===== src/rtl/id_ex_stage_if.sv =====
// Bundle between the decode stage, the later-stage forwarding sources and the ID/EX pipeline register.
// The master is the surrounding pipeline (or testbench). The slave is id_ex_stage.
interface id_ex_stage_if #(
  parameter int DW = 32,
  parameter int RW = 5
);
  logic          flush;
  logic          id_valid;
  logic [3:0]    id_aluctr;
  logic [RW-1:0] id_rs;
  logic [RW-1:0] id_rt;
  logic [RW-1:0] id_rd_sel;
  logic [DW-1:0] id_rdata_a;
  logic [DW-1:0] id_rdata_b;
  logic [15:0]   id_imm;
  logic          id_alusrc;
  logic          id_extop;
  logic          id_regwrite;
  logic          id_memread;
  logic          id_memwrite;
  logic          id_memtoreg;

  logic          exmem_regwrite;
  logic [RW-1:0] exmem_rd;
  logic [DW-1:0] exmem_result;
  logic          memwb_regwrite;
  logic [RW-1:0] memwb_rd;
  logic [DW-1:0] memwb_result;

  logic          stall;
  logic [3:0]    ALUctr;
  logic [DW-1:0] busA;
  logic [DW-1:0] busB;
  logic [DW-1:0] ex_store_data;
  logic          ex_valid;
  logic [RW-1:0] ex_dst;
  logic          ex_regwrite;
  logic          ex_memread;
  logic          ex_memwrite;
  logic          ex_memtoreg;

  modport master (
    output flush, id_valid, id_aluctr, id_rs, id_rt, id_rd_sel, id_rdata_a, id_rdata_b,
           id_imm, id_alusrc, id_extop, id_regwrite, id_memread, id_memwrite, id_memtoreg,
           exmem_regwrite, exmem_rd, exmem_result, memwb_regwrite, memwb_rd, memwb_result,
    input  stall, ALUctr, busA, busB, ex_store_data, ex_valid, ex_dst,
           ex_regwrite, ex_memread, ex_memwrite, ex_memtoreg
  );

  modport slave (
    input  flush, id_valid, id_aluctr, id_rs, id_rt, id_rd_sel, id_rdata_a, id_rdata_b,
           id_imm, id_alusrc, id_extop, id_regwrite, id_memread, id_memwrite, id_memtoreg,
           exmem_regwrite, exmem_rd, exmem_result, memwb_regwrite, memwb_rd, memwb_result,
    output stall, ALUctr, busA, busB, ex_store_data, ex_valid, ex_dst,
           ex_regwrite, ex_memread, ex_memwrite, ex_memtoreg
  );
endinterface


===== src/rtl/id_ex_stage.sv =====
// ID/EX pipeline register of the 5-stage MIPS core. It provides operand forwarding from EX/MEM and MEM/WB,
// detects load-use hazards, and inserts a bubble on a stall or on a flush from a taken branch or jump.
module id_ex_stage #(
  parameter int DW = 32,
  parameter int RW = 5
) (
  input logic         clk,
  input logic         rst_n,
  id_ex_stage_if.slave bus
);

  typedef enum logic [3:0] {
    ALU_OR  = 4'b0001,
    ALU_ADD = 4'b0010,
    ALU_SUB = 4'b0110,
    ALU_AND = 4'b0111,
    ALU_LUI = 4'b1010
  } alu_op_e;

  typedef struct packed {
    logic regwrite;
    logic memread;
    logic memwrite;
    logic memtoreg;
  } ctl_t;

  logic          valid_q, valid_d;
  ctl_t          ctl_q, ctl_d;
  logic [3:0]    aluctr_q, aluctr_d;
  logic [RW-1:0] rs_q, rs_d;
  logic [RW-1:0] rt_q, rt_d;
  logic [RW-1:0] dst_q, dst_d;
  logic [DW-1:0] a_q, a_d;
  logic [DW-1:0] b_q, b_d;
  logic [DW-1:0] imm_q, imm_d;
  logic          alusrc_q, alusrc_d;

  logic          stall;
  logic          bubble;
  logic [DW-1:0] imm_ext;
  logic [DW-1:0] fwd_rt;

  // A load in EX cannot feed an ID consumer in time, so the consumer waits one cycle.
  assign stall = valid_q & ctl_q.memread & (dst_q != '0) & bus.id_valid &
                 ((bus.id_rs == dst_q) | (bus.id_rt == dst_q));
  assign bubble = bus.flush | stall;

  assign imm_ext = bus.id_extop ? {{(DW-16){bus.id_imm[15]}}, bus.id_imm}
                                : {{(DW-16){1'b0}}, bus.id_imm};

  always_comb begin
    // NOTE: every *_d gets a default first so no path leaves it unassigned (no latch inferred).
    valid_d  = valid_q;
    ctl_d    = ctl_q;
    aluctr_d = aluctr_q;
    rs_d     = rs_q;
    rt_d     = rt_q;
    dst_d    = dst_q;
    a_d      = a_q;
    b_d      = b_q;
    imm_d    = imm_q;
    alusrc_d = alusrc_q;
    if (bubble) begin
      valid_d  = 1'b0;
      ctl_d    = '0;
      aluctr_d = ALU_ADD;
    end else begin
      valid_d        = bus.id_valid;
      ctl_d.regwrite = bus.id_valid & bus.id_regwrite;
      ctl_d.memread  = bus.id_valid & bus.id_memread;
      ctl_d.memwrite = bus.id_valid & bus.id_memwrite;
      ctl_d.memtoreg = bus.id_valid & bus.id_memtoreg;
      aluctr_d       = bus.id_aluctr;
      rs_d           = bus.id_rs;
      rt_d           = bus.id_rt;
      dst_d          = bus.id_rd_sel;
      a_d            = bus.id_rdata_a;
      b_d            = bus.id_rdata_b;
      imm_d          = imm_ext;
      alusrc_d       = bus.id_alusrc;
    end
  end

  // NOTE: sequential state uses non-blocking assignments so all registers update together on the edge.
  always_ff @(posedge clk or negedge rst_n) begin
    if (!rst_n) begin
      valid_q  <= 1'b0;
      ctl_q    <= '0;
      aluctr_q <= '0;
      rs_q     <= '0;
      rt_q     <= '0;
      dst_q    <= '0;
      a_q      <= '0;
      b_q      <= '0;
      imm_q    <= '0;
      alusrc_q <= 1'b0;
    end else begin
      valid_q  <= valid_d;
      ctl_q    <= ctl_d;
      aluctr_q <= aluctr_d;
      rs_q     <= rs_d;
      rt_q     <= rt_d;
      dst_q    <= dst_d;
      a_q      <= a_d;
      b_q      <= b_d;
      imm_q    <= imm_d;
      alusrc_q <= alusrc_d;
    end
  end

  // The younger producer (EX/MEM) wins. Register 0 is never forwarded.
  function automatic logic [DW-1:0] fwd(
    input logic [RW-1:0] r,
    input logic [DW-1:0] d,
    input logic          xm_we,
    input logic [RW-1:0] xm_rd,
    input logic [DW-1:0] xm_res,
    input logic          wb_we,
    input logic [RW-1:0] wb_rd,
    input logic [DW-1:0] wb_res
  );
    if (r == '0)                  return d;
    else if (xm_we && xm_rd == r) return xm_res;
    else if (wb_we && wb_rd == r) return wb_res;
    else                          return d;
  endfunction

  assign fwd_rt = fwd(rt_q, b_q, bus.exmem_regwrite, bus.exmem_rd, bus.exmem_result,
                      bus.memwb_regwrite, bus.memwb_rd, bus.memwb_result);

  assign bus.stall         = stall;
  assign bus.ALUctr        = aluctr_q;
  assign bus.busA          = fwd(rs_q, a_q, bus.exmem_regwrite, bus.exmem_rd, bus.exmem_result,
                                 bus.memwb_regwrite, bus.memwb_rd, bus.memwb_result);
  assign bus.busB          = alusrc_q ? imm_q : fwd_rt;
  assign bus.ex_store_data = fwd_rt;
  assign bus.ex_valid      = valid_q;
  assign bus.ex_dst        = dst_q;
  assign bus.ex_regwrite   = ctl_q.regwrite;
  assign bus.ex_memread    = ctl_q.memread;
  assign bus.ex_memwrite   = ctl_q.memwrite;
  assign bus.ex_memtoreg   = ctl_q.memtoreg;

endmodule

===== src/flat_wrapper.sv =====
// flat-port wrapper written by rule: the top's interface ports become plain ports
module id_ex_stage_flat 
#(
  parameter int DW = 32,
  parameter int RW = 5
)
  (clk, rst_n, bus_flush, bus_id_valid, bus_id_aluctr, bus_id_rs, bus_id_rt, bus_id_rd_sel, bus_id_rdata_a, bus_id_rdata_b, bus_id_imm, bus_id_alusrc, bus_id_extop, bus_id_regwrite, bus_id_memread, bus_id_memwrite, bus_id_memtoreg, bus_exmem_regwrite, bus_exmem_rd, bus_exmem_result, bus_memwb_regwrite, bus_memwb_rd, bus_memwb_result, bus_stall, bus_ALUctr, bus_busA, bus_busB, bus_ex_store_data, bus_ex_valid, bus_ex_dst, bus_ex_regwrite, bus_ex_memread, bus_ex_memwrite, bus_ex_memtoreg);
  id_ex_stage_if #(.DW(DW), .RW(RW)) bus_i ();
  input logic clk;
  input logic rst_n;
  input wire logic [$bits(bus_i.flush)-1:0] bus_flush;
  input wire logic [$bits(bus_i.id_valid)-1:0] bus_id_valid;
  input wire logic [$bits(bus_i.id_aluctr)-1:0] bus_id_aluctr;
  input wire logic [$bits(bus_i.id_rs)-1:0] bus_id_rs;
  input wire logic [$bits(bus_i.id_rt)-1:0] bus_id_rt;
  input wire logic [$bits(bus_i.id_rd_sel)-1:0] bus_id_rd_sel;
  input wire logic [$bits(bus_i.id_rdata_a)-1:0] bus_id_rdata_a;
  input wire logic [$bits(bus_i.id_rdata_b)-1:0] bus_id_rdata_b;
  input wire logic [$bits(bus_i.id_imm)-1:0] bus_id_imm;
  input wire logic [$bits(bus_i.id_alusrc)-1:0] bus_id_alusrc;
  input wire logic [$bits(bus_i.id_extop)-1:0] bus_id_extop;
  input wire logic [$bits(bus_i.id_regwrite)-1:0] bus_id_regwrite;
  input wire logic [$bits(bus_i.id_memread)-1:0] bus_id_memread;
  input wire logic [$bits(bus_i.id_memwrite)-1:0] bus_id_memwrite;
  input wire logic [$bits(bus_i.id_memtoreg)-1:0] bus_id_memtoreg;
  input wire logic [$bits(bus_i.exmem_regwrite)-1:0] bus_exmem_regwrite;
  input wire logic [$bits(bus_i.exmem_rd)-1:0] bus_exmem_rd;
  input wire logic [$bits(bus_i.exmem_result)-1:0] bus_exmem_result;
  input wire logic [$bits(bus_i.memwb_regwrite)-1:0] bus_memwb_regwrite;
  input wire logic [$bits(bus_i.memwb_rd)-1:0] bus_memwb_rd;
  input wire logic [$bits(bus_i.memwb_result)-1:0] bus_memwb_result;
  output wire logic [$bits(bus_i.stall)-1:0] bus_stall;
  output wire logic [$bits(bus_i.ALUctr)-1:0] bus_ALUctr;
  output wire logic [$bits(bus_i.busA)-1:0] bus_busA;
  output wire logic [$bits(bus_i.busB)-1:0] bus_busB;
  output wire logic [$bits(bus_i.ex_store_data)-1:0] bus_ex_store_data;
  output wire logic [$bits(bus_i.ex_valid)-1:0] bus_ex_valid;
  output wire logic [$bits(bus_i.ex_dst)-1:0] bus_ex_dst;
  output wire logic [$bits(bus_i.ex_regwrite)-1:0] bus_ex_regwrite;
  output wire logic [$bits(bus_i.ex_memread)-1:0] bus_ex_memread;
  output wire logic [$bits(bus_i.ex_memwrite)-1:0] bus_ex_memwrite;
  output wire logic [$bits(bus_i.ex_memtoreg)-1:0] bus_ex_memtoreg;
  assign bus_i.flush = bus_flush;
  assign bus_i.id_valid = bus_id_valid;
  assign bus_i.id_aluctr = bus_id_aluctr;
  assign bus_i.id_rs = bus_id_rs;
  assign bus_i.id_rt = bus_id_rt;
  assign bus_i.id_rd_sel = bus_id_rd_sel;
  assign bus_i.id_rdata_a = bus_id_rdata_a;
  assign bus_i.id_rdata_b = bus_id_rdata_b;
  assign bus_i.id_imm = bus_id_imm;
  assign bus_i.id_alusrc = bus_id_alusrc;
  assign bus_i.id_extop = bus_id_extop;
  assign bus_i.id_regwrite = bus_id_regwrite;
  assign bus_i.id_memread = bus_id_memread;
  assign bus_i.id_memwrite = bus_id_memwrite;
  assign bus_i.id_memtoreg = bus_id_memtoreg;
  assign bus_i.exmem_regwrite = bus_exmem_regwrite;
  assign bus_i.exmem_rd = bus_exmem_rd;
  assign bus_i.exmem_result = bus_exmem_result;
  assign bus_i.memwb_regwrite = bus_memwb_regwrite;
  assign bus_i.memwb_rd = bus_memwb_rd;
  assign bus_i.memwb_result = bus_memwb_result;
  assign bus_stall = bus_i.stall;
  assign bus_ALUctr = bus_i.ALUctr;
  assign bus_busA = bus_i.busA;
  assign bus_busB = bus_i.busB;
  assign bus_ex_store_data = bus_i.ex_store_data;
  assign bus_ex_valid = bus_i.ex_valid;
  assign bus_ex_dst = bus_i.ex_dst;
  assign bus_ex_regwrite = bus_i.ex_regwrite;
  assign bus_ex_memread = bus_i.ex_memread;
  assign bus_ex_memwrite = bus_i.ex_memwrite;
  assign bus_ex_memtoreg = bus_i.ex_memtoreg;
  id_ex_stage #(.DW(DW), .RW(RW)) u_core (.clk(clk), .rst_n(rst_n), .bus(bus_i));
endmodule

===== config.mk =====
export PLATFORM = sky130hd
export DESIGN_NAME = id_ex_stage_flat
export DESIGN_NICKNAME = d
export VERILOG_FILES = /design/src/rtl/id_ex_stage_if.sv /design/src/rtl/id_ex_stage.sv /design/src/flat_wrapper.sv
export SDC_FILE = /design/constraint.sdc
export NUM_CORES = 1
export LEC_CHECK = 0
export CAP_MARGIN = 10
export CORE_ASPECT_RATIO = 1.2
export CORE_MARGIN = 2
export CORE_UTILIZATION = 47
export DETAILED_ROUTE_END_ITERATION = 12
export PLACE_DENSITY = 0.88
export SYNTH_ARGS = -nofsm -noshare
export SYNTH_HDL_FRONTEND = slang
export SYNTH_SLANG_ARGS = --single-unit
export TNS_END_PERCENT = 30

===== constraint.sdc =====
create_clock -name clk -period 7.7 [get_ports clk]
set_input_delay 1.54 -clock clk [delete_from_list [all_inputs] [get_ports clk]]
set_output_delay 1.54 -clock clk [all_outputs]
set_load 0.02 [all_outputs]

==> impl_metrics.prom, run 1 <==
# TYPE chip_impl_metric gauge
chip_impl_metric{name="crit_fanout",unit=""} 32
chip_impl_metric{name="synth_seq_area_share",unit="%"} 39.0
chip_impl_metric{name="clkLatencyLatePin",unit="ps"} 360
chip_impl_info{name="path_class",value="in -> out"} 1
chip_impl_metric{name="synth_edf_count",unit=""} 0
chip_impl_metric{name="placement_rows",unit=""} 48
chip_impl_metric{name="detail_route.drc_violations",unit=""} 0
chip_impl_metric{name="max_cap_violations",unit=""} 0
chip_impl_info{name="run_status",value="completed"} 1
chip_impl_metric{name="routed_wl",unit="um"} 25400
chip_impl_metric{name="cts-resized-gates",unit=""} 0
chip_impl_metric{name="synth.mux.area_fraction",unit="%"} 15.3
chip_impl_metric{name="cts_max_path_buffers",unit=""} 2
chip_impl_metric{name="clock-skew-final",unit="ps"} 4.67
chip_impl_metric{name="register_area",unit="um^2"} 2650
chip_impl_metric{name="report.final.setup_viol",unit=""} 0
chip_impl_metric{name="clkSlewWorstSetupHoldPaths",unit="ps"} 70
chip_impl_metric{name="netlist_instances",unit=""} 672
chip_impl_metric{name="period_minus_slack",unit="ps"} 6350
chip_impl_info{name="area_leader_netlist",value="sky130_fd_sc_hd__dfrtp_1"} 1
chip_impl_metric{name="highest_ir_drop_seen_on_vdd",unit="mV"} 0.0981
chip_impl_metric{name="insertedDiodeCount",unit=""} 0
chip_impl_metric{name="yosys.area.top_type_share",unit="%"} 39.0
chip_impl_metric{name="ys_seq_elements",unit=""} 106
chip_impl_metric{name="vias_per_cell",unit=""} 6.07
chip_impl_info{name="ys_top_cells_by_area",value="sky130_fd_sc_hd__dfrtp_1 39%, sky130_fd_sc_hd__mux2_2 15%, sky130_fd_sc_hd__a2bb2oi_2 6.6%, sky130_fd_sc_hd__inv_1 3.6%, sky130_fd_sc_hd__nor4_1 2.9%"} 1
chip_impl_metric{name="met2RoutedLength",unit="um"} 12600
chip_impl_metric{name="cts_setup_buffers",unit=""} 0
chip_impl_metric{name="fraction_of_final_layout_cells_sized_beyond_drive_strength_1",unit="%"} 18.0
chip_impl_info{name="top_layer_used",value="met4"} 1
chip_impl_metric{name="dp.final_hpwl",unit="um"} 18700
chip_impl_metric{name="gp_routability_congestion",unit=""} 0.950
chip_impl_metric{name="clock_tree_sinks",unit=""} 106
chip_impl_metric{name="synth_area_per_cell",unit="um^2"} 10.1
chip_impl_metric{name="multi_input_area",unit="um^2"} 3640
chip_impl_metric{name="die_area",unit="um^2"} 15500
chip_impl_metric{name="grt_max_degree",unit=""} 68
chip_impl_metric{name="cellLeakagePower",unit="uW"} 0.00416
chip_impl_info{name="synth_top_flop_cell",value="sky130_fd_sc_hd__dfrtp_1"} 1
chip_impl_info{name="tritoncts",value="built"} 1
chip_impl_metric{name="yosys_warnings",unit=""} 0
chip_impl_info{name="worst_hold_path_type",value="reg -> reg"} 1
chip_impl_metric{name="core_region_area",unit="um^2"} 14300
chip_impl_metric{name="post_synth_cell_types",unit=""} 44
chip_impl_metric{name="required",unit="ps"} 6160
chip_impl_metric{name="final_number_of_max_transition_violations",unit=""} 0
chip_impl_info{name="worstHoldStart",value="u_core.a_q[4]"} 1
chip_impl_metric{name="fraction_of_the_mapped_netlist_area_in_compound_gates",unit="%"} 22.8
chip_impl_metric{name="simple_logic_cell_fraction_of_the_synthesized_area",unit="%"} 11.1
chip_impl_metric{name="antenna_found_initial",unit=""} 0
chip_impl_metric{name="htreeDepth",unit=""} 3
chip_impl_info{name="cts-root-buf",value="sky130_fd_sc_hd__clkbuf_16"} 1
chip_impl_metric{name="globalRouteOverflowTotal",unit=""} 0
chip_impl_metric{name="hold_viol_final",unit=""} 0
chip_impl_metric{name="final.fill_count",unit=""} 1094
chip_impl_info{name="worstReg2RegStart",value="u_core.bus.ex_dst[3]"} 1
chip_impl_metric{name="number_of_global_route_vias_before_repair",unit=""} 6877
chip_impl_metric{name="postSynthNetCount",unit=""} 857
chip_impl_metric{name="layout.nets",unit=""} 1117
chip_impl_metric{name="finalSetupTns",unit="ps"} 0
chip_impl_metric{name="pin_count",unit=""} 296
chip_impl_info{name="cp-startpoint",value="bus_exmem_rd[2]"} 1
chip_impl_metric{name="fp.dieW",unit="um"} 114
chip_impl_metric{name="p_per_area",unit="nW/um^2"} 178
chip_impl_metric{name="max_freq",unit="GHz"} 0.158
chip_impl_metric{name="finish.utilization",unit="%"} 70.8
chip_impl_metric{name="cts_made_buffers",unit=""} 9
chip_impl_metric{name="power",unit="uW"} 1800
chip_impl_metric{name="grt_first_pass_wirelength",unit="um"} 38600
chip_impl_info{name="rsz0062_at_grt",value="false"} 1
chip_impl_info{name="dominant_combinational_cell_family_by_area_after_synthesis",value="compound AO/OA/AOI/OAI gates"} 1
chip_impl_metric{name="dr_total_vias",unit=""} 6753
chip_impl_metric{name="timing.slew.headroom",unit="%"} 32.2
chip_impl_metric{name="buffer_ports.inserted",unit=""} 295
chip_impl_metric{name="detailedRoute.firstIterationViolations",unit=""} 495
chip_impl_metric{name="signal_arrival_time_at_the_worst_endpoint",unit="ps"} 4810
chip_impl_metric{name="ant_nets",unit=""} 0
chip_impl_info{name="cp-start-kind",value="input pin"} 1
chip_impl_metric{name="synth_adder_area_share",unit="%"} 0
chip_impl_metric{name="met1_length",unit="um"} 9970
chip_impl_metric{name="period_share",unit="%"} 82.4
chip_impl_metric{name="synthToLayoutAreaGrowth",unit="%"} 48.6
chip_impl_metric{name="die_height",unit="um"} 136
chip_impl_metric{name="synth_xor_xnor_area_share",unit="%"} 3.86
chip_impl_metric{name="cts_hold_buf",unit=""} 0
chip_impl_metric{name="dr_wl_met3",unit="um"} 1590
chip_impl_metric{name="async_reset_ff_share",unit="%"} 100
chip_impl_metric{name="start_util",unit="%"} 47.6
chip_impl_info{name="worstSetupEndpointType",value="primary output"} 1
chip_impl_metric{name="drt_pass1_iterations",unit=""} 5
chip_impl_metric{name="worst_pin_slew",unit="ps"} 1010
chip_impl_metric{name="synth.cell_area",unit="um^2"} 6810
chip_impl_metric{name="detail_route.wl_per_cell",unit="um"} 22.8
chip_impl_metric{name="track_usage",unit="%"} 32.2
[synthesized netlist by cell type (8+ instances only)]
library cell,n
sky130_fd_sc_hd__dfrtp_1,106
sky130_fd_sc_hd__mux2_2,91
sky130_fd_sc_hd__inv_1,66
sky130_fd_sc_hd__clkbuf_1,38
sky130_fd_sc_hd__o21ai_0,33
sky130_fd_sc_hd__nor4_1,32
sky130_fd_sc_hd__a2bb2oi_2,30
sky130_fd_sc_hd__nand2_1,24
sky130_fd_sc_hd__and3_1,23
sky130_fd_sc_hd__xnor2_1,22
sky130_fd_sc_hd__nor2_1,21
sky130_fd_sc_hd__o221ai_1,17
sky130_fd_sc_hd__a221o_1,16
sky130_fd_sc_hd__a221oi_1,16
sky130_fd_sc_hd__buf_2,16
sky130_fd_sc_hd__nand3_1,16
sky130_fd_sc_hd__o2111ai_1,16
sky130_fd_sc_hd__a211oi_1,15
sky130_fd_sc_hd__o22ai_1,15
sky130_fd_sc_hd__xor2_1,8
[sequential cells by signal (all words and copies together) (netlist names)]
name and flops:
u_core.imm_q 17, u_core.bus.ex_regwrite 1, u_core.a_q 32, u_core.rs_q 5
u_core.bus.ex_memtoreg 1, u_core.bus.ex_memwrite 1, u_core.bus.ex_memread 1, u_core.bus.ALUctr 4
u_core.alusrc_q 1, u_core.rt_q 5, u_core.bus.ex_dst 5, u_core.bus.ex_valid 1
u_core.b_q 32
[cells by family (layout without fill, tap and decap cells)]
| family | after synthesis | after routing |
|---|---|---|
| xor+xnor | 30 | 30 |
| simple gates | 139 | 139 |
| compound gates | 176 | 176 |
| flops | 106 | 106 |
| mux | 93 | 93 |
| buf+inv | 128 | 393 |
[report_power, final]
part           total, uW  switching (uW)  internal (uW)
clock network        466             233            233
logic                676             319            357
registers            659            48.5            610
total               1800             600           1200
[path summary, 6_finish.rpt]
| path | depth (start not counted) | slack, ps | to |
|---|---|---|---|
| setup / recovery | 7 | 1350 | bus_busB[0] |
| min in group asynchronous | 1 | 1160 | u_core.imm_q[2] |
| setup reg to reg | 5 | 4500 | u_core.alusrc_q |
| hold reg to reg | 1 | 510 | u_core.a_q[4] |
| max in group asynchronous | 2 | 5200 | u_core.alusrc_q |
| hold / removal | 1 | 510 | u_core.a_q[4] |
[metal layers]
metal / GRT usage [%] / up-vias
met5: 0 / -
met4: 16.5 / 0
met3: 4.81 / 74
met2: 54.5 / 358
met1: 39.9 / 3279
li1: - / 3042
[layout make-up]
class | count | area share, %
multi-input combinational | 438 | 36.0
inverter | 66 | 2.45
tap | 175 | 2.16
clock inverter | 6 | 0.495
timing repair buffer | 311 | 30.3
sequential | 106 | 26.2
clock buffer | 10 | 2.36
[worst max-delay path, stage by stage]
cell and delay [ps]:
sky130_fd_sc_hd__clkdlybuf4s50_1 510, sky130_fd_sc_hd__xnor2_1 120, sky130_fd_sc_hd__nand2_1 430, sky130_fd_sc_hd__or2_2 740
sky130_fd_sc_hd__o21ai_0 720, sky130_fd_sc_hd__a221oi_1 160, sky130_fd_sc_hd__clkdlybuf4s50_1 570
[per-stage QoR]
step / instance area (um^2) / worst slack (ps) / hold WS, ps / cells
after floorplan: 6810 / 2850 / 481 / 672
after global placement: 9820 / 1390 / 490 / 1095
after detailed placement: 9820 / 1400 / 495 / 1095
final: 10100 / 1350 / 512 / 1112
after CTS: 10100 / 1400 / 511 / 1111
after global routing: 10100 / 1170 / 527 / 1112
[cells in the final DEF, fill, tap and decap left out, drive strengths merged, types with 17 or more instances in the layout]
| cell | netlist | layout |
|---|---|---|
| nor2 | 21 | 21 |
| o221ai | 17 | 17 |
| xnor2 | 22 | 22 |
| buf | 24 | 17 |
| inv | 66 | 68 |
| a2bb2oi | 31 | 31 |
| and3 | 23 | 23 |
| nor4 | 33 | 33 |
| mux2 | 91 | 91 |
| clkdlybuf4s50 | 0 | 294 |
| o21ai | 38 | 38 |
| dfrtp | 106 | 106 |
| nand2 | 24 | 24 |
No activity file was read; power rests on OpenSTA's default activity.
==> run 2: changes to the inputs <==
--- a/config.mk
+++ b/config.mk
@@ -8,9 +8,9 @@
 export CAP_MARGIN = 10
 export CORE_ASPECT_RATIO = 1.2
 export CORE_MARGIN = 2
-export CORE_UTILIZATION = 47
+export CORE_UTILIZATION = 43
 export DETAILED_ROUTE_END_ITERATION = 12
-export PLACE_DENSITY = 0.88
+export PLACE_DENSITY = 0.82
 export SYNTH_ARGS = -nofsm -noshare
 export SYNTH_HDL_FRONTEND = slang
 export SYNTH_SLANG_ARGS = --single-unit
==> constraint.sdc (replaced) <==
create_clock -name clk -period 6.3 [get_ports clk]
set_input_delay 1.26 -clock clk [delete_from_list [all_inputs] [get_ports clk]]
set_output_delay 1.26 -clock clk [all_outputs]
set_load 0.02 [all_outputs]
==> run 2 against run 1 <==
Compared with the run above: non-clock buffer count grew 2; final cell count grew 3.1%; critical path type unchanged; clock power grew 20%; clock skew grew 9.8 ps; wire length shrank 1.8%; first-iteration DRC count grew 15%; cell area grew 0.84%; die area grew 9.0%; largest power group unchanged.
==> impl_metrics.prom, run 2 (same netlist as run 1, synthesis figures left out) <==
# TYPE chip_impl_metric gauge
chip_impl_metric{name="clkSlewWorstSetupHoldPaths",unit="ps"} 70
chip_impl_metric{name="number_of_global_route_vias_before_repair",unit=""} 6656
chip_impl_metric{name="p_per_area",unit="nW/um^2"} 215
chip_impl_metric{name="timing.slew.headroom",unit="%"} 32.8
chip_impl_metric{name="buffer_ports.inserted",unit=""} 295
chip_impl_info{name="path_class",value="in -> out"} 1
chip_impl_metric{name="switchingPower",unit="uW"} 726
chip_impl_metric{name="antenna_found_initial",unit=""} 0
chip_impl_metric{name="numPlacedInstances",unit=""} 1131
chip_impl_info{name="largest_registers",value="u_core.a_q: 32 flops, u_core.b_q: 32 flops, u_core.imm_q: 17 flops"} 1
chip_impl_metric{name="vias_per_cell",unit=""} 5.83
chip_impl_metric{name="routed_wl",unit="um"} 24900
chip_impl_metric{name="globalRouteMet1Util",unit="%"} 36.1
chip_impl_metric{name="fraction_of_final_layout_cells_sized_beyond_drive_strength_1",unit="%"} 18.4
chip_impl_metric{name="signal_arrival_time_at_the_worst_endpoint",unit="ps"} 4370
chip_impl_metric{name="pwr-share-clk",unit="%"} 25.6
chip_impl_metric{name="detail_route.drc_violations",unit=""} 0
chip_impl_metric{name="grt_max_degree",unit=""} 60
chip_impl_metric{name="clock-skew-final",unit="ps"} 14.4
chip_impl_info{name="cp-start-kind",value="input pin"} 1
chip_impl_metric{name="detail_route.wl_per_cell",unit="um"} 21.7
chip_impl_metric{name="share_seq_of_total_power",unit="%"} 37.1
chip_impl_info{name="worst_hold_path_type",value="reg -> reg"} 1
chip_impl_metric{name="cts_max_path_buffers",unit=""} 2
chip_impl_metric{name="cts_setup_buffers",unit=""} 0
chip_impl_metric{name="core_region_area",unit="um^2"} 15600
chip_impl_metric{name="finalSetupTns",unit="ps"} 0
chip_impl_metric{name="insertedDiodeCount",unit=""} 0
chip_impl_metric{name="cts-resized-gates",unit=""} 0
chip_impl_metric{name="clock_tree_sinks",unit=""} 106
chip_impl_metric{name="met3_usage_grt",unit="%"} 5.67
chip_impl_metric{name="grt_first_pass_wirelength",unit="um"} 37800
chip_impl_metric{name="period_minus_slack",unit="ps"} 5630
chip_impl_metric{name="cts_hold_buf",unit=""} 0
chip_impl_metric{name="drt_pass1_iterations",unit=""} 5
chip_impl_metric{name="design_area",unit="um^2"} 10200
chip_impl_info{name="run_status",value="completed"} 1
chip_impl_info{name="worstSetupEndpointType",value="primary output"} 1
chip_impl_metric{name="start_util",unit="%"} 43.7
chip_impl_metric{name="placement_rows",unit=""} 50
chip_impl_metric{name="met2_usage",unit="%"} 48.9
chip_impl_metric{name="cellInternalPower",unit="uW"} 1460
chip_impl_info{name="mostFrequentLayoutCells",value="293 x sky130_fd_sc_hd__clkdlybuf4s50_1, 105 x sky130_fd_sc_hd__dfrtp_1, 91 x sky130_fd_sc_hd__mux2_2"} 1
chip_impl_metric{name="finish.utilization",unit="%"} 65.5
chip_impl_metric{name="htreeDepth",unit=""} 3
chip_impl_metric{name="max_freq",unit="GHz"} 0.178
chip_impl_info{name="tritoncts",value="built"} 1
chip_impl_metric{name="highest_ir_drop_seen_on_vdd",unit="mV"} 0.125
chip_impl_metric{name="post_dp_cell_area",unit="um^2"} 9910
chip_impl_metric{name="worst_pin_slew",unit="ps"} 1000
chip_impl_metric{name="required",unit="ps"} 5040
chip_impl_metric{name="post_layout_nonfiller_instances",unit=""} 1147
chip_impl_metric{name="hold_viol_final",unit=""} 0
chip_impl_metric{name="ant_nets",unit=""} 0
chip_impl_metric{name="layout.nets",unit=""} 1119
chip_impl_metric{name="detailedRoute.firstIterationViolations",unit=""} 569
chip_impl_metric{name="cellLeakagePower",unit="uW"} 0.00419
chip_impl_metric{name="comb_power_share",unit="%"} 37.3
chip_impl_metric{name="die_height",unit="um"} 142
chip_impl_metric{name="dp.final_hpwl",unit="um"} 18400
chip_impl_metric{name="cts_made_buffers",unit=""} 9
chip_impl_info{name="grt-busiest-layer",value="met2"} 1
chip_impl_metric{name="globalRouteOverflowTotal",unit=""} 0
chip_impl_metric{name="crit_fanout",unit=""} 20
chip_impl_metric{name="max_cap_violations",unit=""} 0
chip_impl_metric{name="fp.dieW",unit="um"} 119
chip_impl_metric{name="final.fill_count",unit=""} 1247
chip_impl_info{name="layout.cells.most_common",value="sky130_fd_sc_hd__clkdlybuf4s50_1"} 1
chip_impl_metric{name="clkLatencyLatePin",unit="ps"} 360
chip_impl_metric{name="dr_total_vias",unit=""} 6685
chip_impl_metric{name="die_area",unit="um^2"} 16900
chip_impl_metric{name="pin_count",unit=""} 296
chip_impl_info{name="rsz0062_at_grt",value="false"} 1
chip_impl_metric{name="period_share",unit="%"} 89.4
chip_impl_metric{name="final_number_of_max_transition_violations",unit=""} 0
chip_impl_metric{name="p_sw_share",unit="%"} 33.2
chip_impl_metric{name="synthToLayoutAreaGrowth",unit="%"} 49.9
chip_impl_info{name="cts-root-buf",value="sky130_fd_sc_hd__clkbuf_16"} 1
chip_impl_metric{name="report.final.setup_viol",unit=""} 0
chip_impl_metric{name="track_usage",unit="%"} 29.0
chip_impl_metric{name="gp_routability_congestion",unit=""} 0.928
[run 2: layout make-up]
type / count / area, um^2 / area share [%]
Inverter: 66 / 248 / 2.43
Clock inverter: 7 / 67.6 / 0.662
Tap cell: 208 / 260 / 2.55
Multi-Input combinational cell: 438 / 3640 / 35.7
Sequential cell: 106 / 2650 / 26.0
Timing Repair Buffer: 313 / 3110 / 30.5
Clock buffer: 9 / 225 / 2.21
[run 2: worst max-delay path, stage by stage]
cell and delay [ps]:
sky130_fd_sc_hd__clkdlybuf4s50_1 450, sky130_fd_sc_hd__xnor2_1 210, sky130_fd_sc_hd__and2_1 630, sky130_fd_sc_hd__and3_1 290
sky130_fd_sc_hd__buf_4 290, sky130_fd_sc_hd__nor4_1 130, sky130_fd_sc_hd__a211oi_1 390, sky130_fd_sc_hd__clkdlybuf4s50_1 690
[run 2: power by group through the flow]
stage                     clock network, uW  registers [uW]  logic, uW
after global placement                    0             822        804
final                                   561             812        816
after detailed placement                  0             824        813
after floorplan                           0             806        418
after global routing                    603             820        862
after CTS                               572             810        816
[run 2: final timing paths]
| path | from | end | slack, ps | depth (start not counted) |
|---|---|---|---|---|
| max | bus_memwb_rd[2] | bus_busB[22] | 670 | 8 |
| max reg2reg | u_core.bus.ex_dst[3] | u_core.b_q[26] | 3640 | 5 |
| min in group asynchronous | rst_n | u_core.b_q[5] | 950 | 1 |
| max in group asynchronous | rst_n | u_core.a_q[27] | 4170 | 2 |
| min | u_core.a_q[1] | u_core.a_q[1] | 510 | 1 |
| min reg2reg | u_core.a_q[1] | u_core.a_q[1] | 510 | 1 |
[run 2: through the flow]
| stage | setup WS [ps] | hold slack [ps] | power, uW |
|---|---|---|---|
| floorplan | 2010 | 481 | 1220 |
| global placement | 713 | 490 | 1630 |
| detailed placement | 670 | 496 | 1640 |
| CTS | 658 | 512 | 2200 |
| global route | 540 | 518 | 2280 |
| finish | 670 | 508 | 2190 |
[run 2: per-layer routing]
| layer | vias to the layer above | wire length (um) |
|---|---|---|
| met1 | 3240 | 10100 |
| met4 | 0 | 871 |
| met2 | 347 | 12300 |
| li1 | 3037 | - |
| met5 | - | 0 |
| met3 | 61 | 1660 |
==> run 3: changes to the inputs <==
--- a/config.mk
+++ b/config.mk
@@ -5,12 +5,13 @@
 export SDC_FILE = /design/constraint.sdc
 export NUM_CORES = 1
 export LEC_CHECK = 0
+export ABC_AREA = 0
 export CAP_MARGIN = 10
 export CORE_ASPECT_RATIO = 1.2
 export CORE_MARGIN = 2
-export CORE_UTILIZATION = 43
+export CORE_UTILIZATION = 39
 export DETAILED_ROUTE_END_ITERATION = 12
-export PLACE_DENSITY = 0.82
+export PLACE_DENSITY = 0.78
 export SYNTH_ARGS = -nofsm -noshare
 export SYNTH_HDL_FRONTEND = slang
 export SYNTH_SLANG_ARGS = --single-unit
==> constraint.sdc (replaced) <==
create_clock -name clk -period 5.1 [get_ports clk]
set_input_delay 1.02 -clock clk [delete_from_list [all_inputs] [get_ports clk]]
set_output_delay 1.02 -clock clk [all_outputs]
set_load 0.02 [all_outputs]
==> run 3 against run 2 <==
Compared with the run above: non-clock buffer count grew 11; sequential share of layout area is 0.27 points lower; final cell count up 1.6%; die area increased by 9.9%; first-iteration DRC count fell by 22%; utilization decreased by 4.8 points; combinational power rose by 25%; wire length grew 2.7%; via count rose by 0.73%; clock-buffer cell count did not move; clock skew about the same; register-to-register slack worse by 1300 ps.
==> impl_metrics.prom, run 3 (same netlist as run 1, synthesis figures left out) <==
# TYPE chip_impl_metric gauge
chip_impl_info{name="path_class",value="in -> out"} 1
chip_impl_metric{name="htreeDepth",unit=""} 3
chip_impl_metric{name="final_number_of_max_transition_violations",unit=""} 0
chip_impl_metric{name="die_height",unit="um"} 149
chip_impl_info{name="mostFrequentLayoutCells",value="294 x sky130_fd_sc_hd__clkdlybuf4s50_1, 105 x sky130_fd_sc_hd__dfrtp_1, 91 x sky130_fd_sc_hd__mux2_2"} 1
chip_impl_metric{name="period_share",unit="%"} 96.3
chip_impl_metric{name="p_per_area",unit="nW/um^2"} 263
chip_impl_metric{name="globalRouteMet1Util",unit="%"} 33.3
chip_impl_metric{name="antenna_found_initial",unit=""} 0
chip_impl_metric{name="register_area",unit="um^2"} 2650
chip_impl_info{name="cts-root-buf",value="sky130_fd_sc_hd__clkbuf_16"} 1
chip_impl_info{name="worstReg2RegStart",value="u_core.bus.ex_dst[1]"} 1
chip_impl_metric{name="detailedRoute.firstIterationViolations",unit=""} 443
chip_impl_metric{name="clkSlewWorstSetupHoldPaths",unit="ps"} 70
chip_impl_metric{name="timing.slew.headroom",unit="%"} 33.5
chip_impl_metric{name="met2_usage",unit="%"} 46.4
chip_impl_metric{name="met3_usage_grt",unit="%"} 4.53
chip_impl_metric{name="crit_fanout",unit=""} 19
chip_impl_metric{name="buffer_ports.inserted",unit=""} 295
chip_impl_metric{name="clock_tree_sinks",unit=""} 106
chip_impl_info{name="tritoncts",value="built"} 1
chip_impl_info{name="worstHoldStart",value="u_core.a_q[0]"} 1
chip_impl_metric{name="highest_ir_drop_seen_on_vdd",unit="mV"} 0.156
chip_impl_metric{name="dp.final_hpwl",unit="um"} 19100
chip_impl_metric{name="gp_routability_congestion",unit=""} 0.989
chip_impl_metric{name="synthToLayoutAreaGrowth",unit="%"} 51.5
chip_impl_metric{name="routed_wl",unit="um"} 25600
chip_impl_info{name="hold_end",value="u_core.a_q[0]"} 1
chip_impl_metric{name="fraction_of_final_layout_cells_sized_beyond_drive_strength_1",unit="%"} 19.2
chip_impl_metric{name="cts_max_path_buffers",unit=""} 2
chip_impl_info{name="worst_hold_path_type",value="reg -> reg"} 1
chip_impl_metric{name="setup.reg_to_reg.worst_slack",unit="ps"} 2330
chip_impl_metric{name="clkLatencyLatePin",unit="ps"} 360
chip_impl_metric{name="insertedDiodeCount",unit=""} 0
chip_impl_metric{name="reg2regPathDepth",unit=""} 5
chip_impl_metric{name="clock-skew-final",unit="ps"} 14.2
chip_impl_metric{name="placement_rows",unit=""} 52
chip_impl_metric{name="hold_viol_final",unit=""} 0
chip_impl_info{name="largest_registers",value="u_core.a_q: 32 flops, u_core.b_q: 32 flops, u_core.imm_q: 17 flops"} 1
chip_impl_metric{name="fp.dieW",unit="um"} 125
chip_impl_metric{name="grt_first_pass_wirelength",unit="um"} 38800
chip_impl_info{name="rsz0062_at_grt",value="false"} 1
chip_impl_info{name="cp-start-kind",value="input pin"} 1
chip_impl_metric{name="detail_route.wl_per_cell",unit="um"} 22.0
chip_impl_metric{name="layout.nets",unit=""} 1130
chip_impl_metric{name="cts-resized-gates",unit=""} 0
chip_impl_metric{name="max_cap_violations",unit=""} 0
chip_impl_metric{name="dr_total_vias",unit=""} 6734
chip_impl_metric{name="report.final.setup_viol",unit=""} 0
chip_impl_metric{name="pin_count",unit=""} 296
chip_impl_metric{name="cts_hold_buf",unit=""} 0
chip_impl_metric{name="multi_input_area",unit="um^2"} 3650
chip_impl_metric{name="period_minus_slack",unit="ps"} 4910
chip_impl_metric{name="track_usage",unit="%"} 26.8
chip_impl_info{name="worstSetupEndpointType",value="primary output"} 1
chip_impl_metric{name="required",unit="ps"} 4080
chip_impl_metric{name="drt_pass1_iterations",unit=""} 5
chip_impl_metric{name="number_of_global_route_vias_before_repair",unit=""} 6724
chip_impl_info{name="run_status",value="completed"} 1
chip_impl_metric{name="globalRouteOverflowTotal",unit=""} 0
chip_impl_metric{name="finalSetupTns",unit="ps"} 0
chip_impl_metric{name="cts_made_buffers",unit=""} 9
chip_impl_metric{name="die_area",unit="um^2"} 18500
chip_impl_info{name="grt-busiest-layer",value="met2"} 1
chip_impl_metric{name="core_region_area",unit="um^2"} 17000
chip_impl_info{name="cp-startpoint",value="bus_exmem_rd[0]"} 1
chip_impl_metric{name="worst_pin_slew",unit="ps"} 998
chip_impl_info{name="layout.cells.most_common",value="sky130_fd_sc_hd__clkdlybuf4s50_1"} 1
chip_impl_metric{name="cellLeakagePower",unit="uW"} 0.00423
chip_impl_info{name="reg2reg_to",value="u_core.b_q[2]"} 1
chip_impl_metric{name="ant_nets",unit=""} 0
chip_impl_metric{name="final.fill_count",unit=""} 1458
chip_impl_metric{name="grt_max_degree",unit=""} 77
chip_impl_metric{name="power",unit="uW"} 2710
chip_impl_metric{name="detail_route.drc_violations",unit=""} 0
chip_impl_metric{name="hold_depth",unit=""} 1
chip_impl_metric{name="max_freq",unit="GHz"} 0.204
chip_impl_metric{name="vias_per_cell",unit=""} 5.78
chip_impl_metric{name="signal_arrival_time_at_the_worst_endpoint",unit="ps"} 3890
chip_impl_metric{name="start_util",unit="%"} 40.1
chip_impl_metric{name="cts_setup_buffers",unit=""} 0
## run 3: cell count changes in the layout (fill, tap and decap cells not counted)
cell / before / now
sky130_fd_sc_hd__clkinv_4: 1 / 0
sky130_fd_sc_hd__clkinv_2: 1 / 0
sky130_fd_sc_hd__clkinvlp_4: 0 / 1
sky130_fd_sc_hd__nor3_4: 0 / 1
sky130_fd_sc_hd__buf_12: 2 / 3
sky130_fd_sc_hd__clkdlybuf4s50_1: 293 / 294
sky130_fd_sc_hd__buf_4: 18 / 27
sky130_fd_sc_hd__nor3_2: 2 / 1
## run 3: worst max path at each step
stage,endpoint,slack (ps),cells past startpoint
2_1_floorplan,bus_busB[10],1290,7
3_3_place_gp,bus_busB[23],200,7
3_5_place_dp,bus_busB[23],130,7
4_1_cts,bus_busB[23],100,7
5_1_grt,bus_ex_store_data[25],70,9
6_report,bus_busB[22],190,8
## run 3: worst max-delay path, stage by stage
cell	delay, ps
sky130_fd_sc_hd__clkdlybuf4s50_1	540
sky130_fd_sc_hd__xnor2_1	130
sky130_fd_sc_hd__nand4_1	120
sky130_fd_sc_hd__buf_4	230
sky130_fd_sc_hd__or4_1	810
sky130_fd_sc_hd__o21ai_0	370
sky130_fd_sc_hd__a211oi_1	80
sky130_fd_sc_hd__clkdlybuf4s50_1	570
## run 3: per-layer routing
layer	part of all wire (%)	routed length (um)
met3	7.4	1900
met2	50	12800
met1	39	10000
met5	0	0
met4	3.6	914
## run 3: layout make-up
cell class	count	share of cell area, %
clock buffers	9	2.18
clock inverters	6	0.595
inverters	66	2.40
multi-input cells	438	35.4
flip-flops and latches	106	25.7
well taps	216	2.62
repair buffers	324	31.1
## run 3: power breakdown
group          internal, uW  switching [uW]  total, uW
registers               921            75.3        997
logic                   548             476       1020
clock network           342             348        690
## run 3: stage by stage
step	setup WS [ps]	hold WS [ps]	instances	instance area [um^2]	util [%]
after detailed placement	129	497	1149	10000	58.9
after CTS	104	514	1164	10300	60.6
after floorplan	1290	481	672	6810	-
after global routing	69.0	523	1165	10300	60.7
after global placement	196	491	1149	10000	58.9
final	190	510	1165	10300	60.7
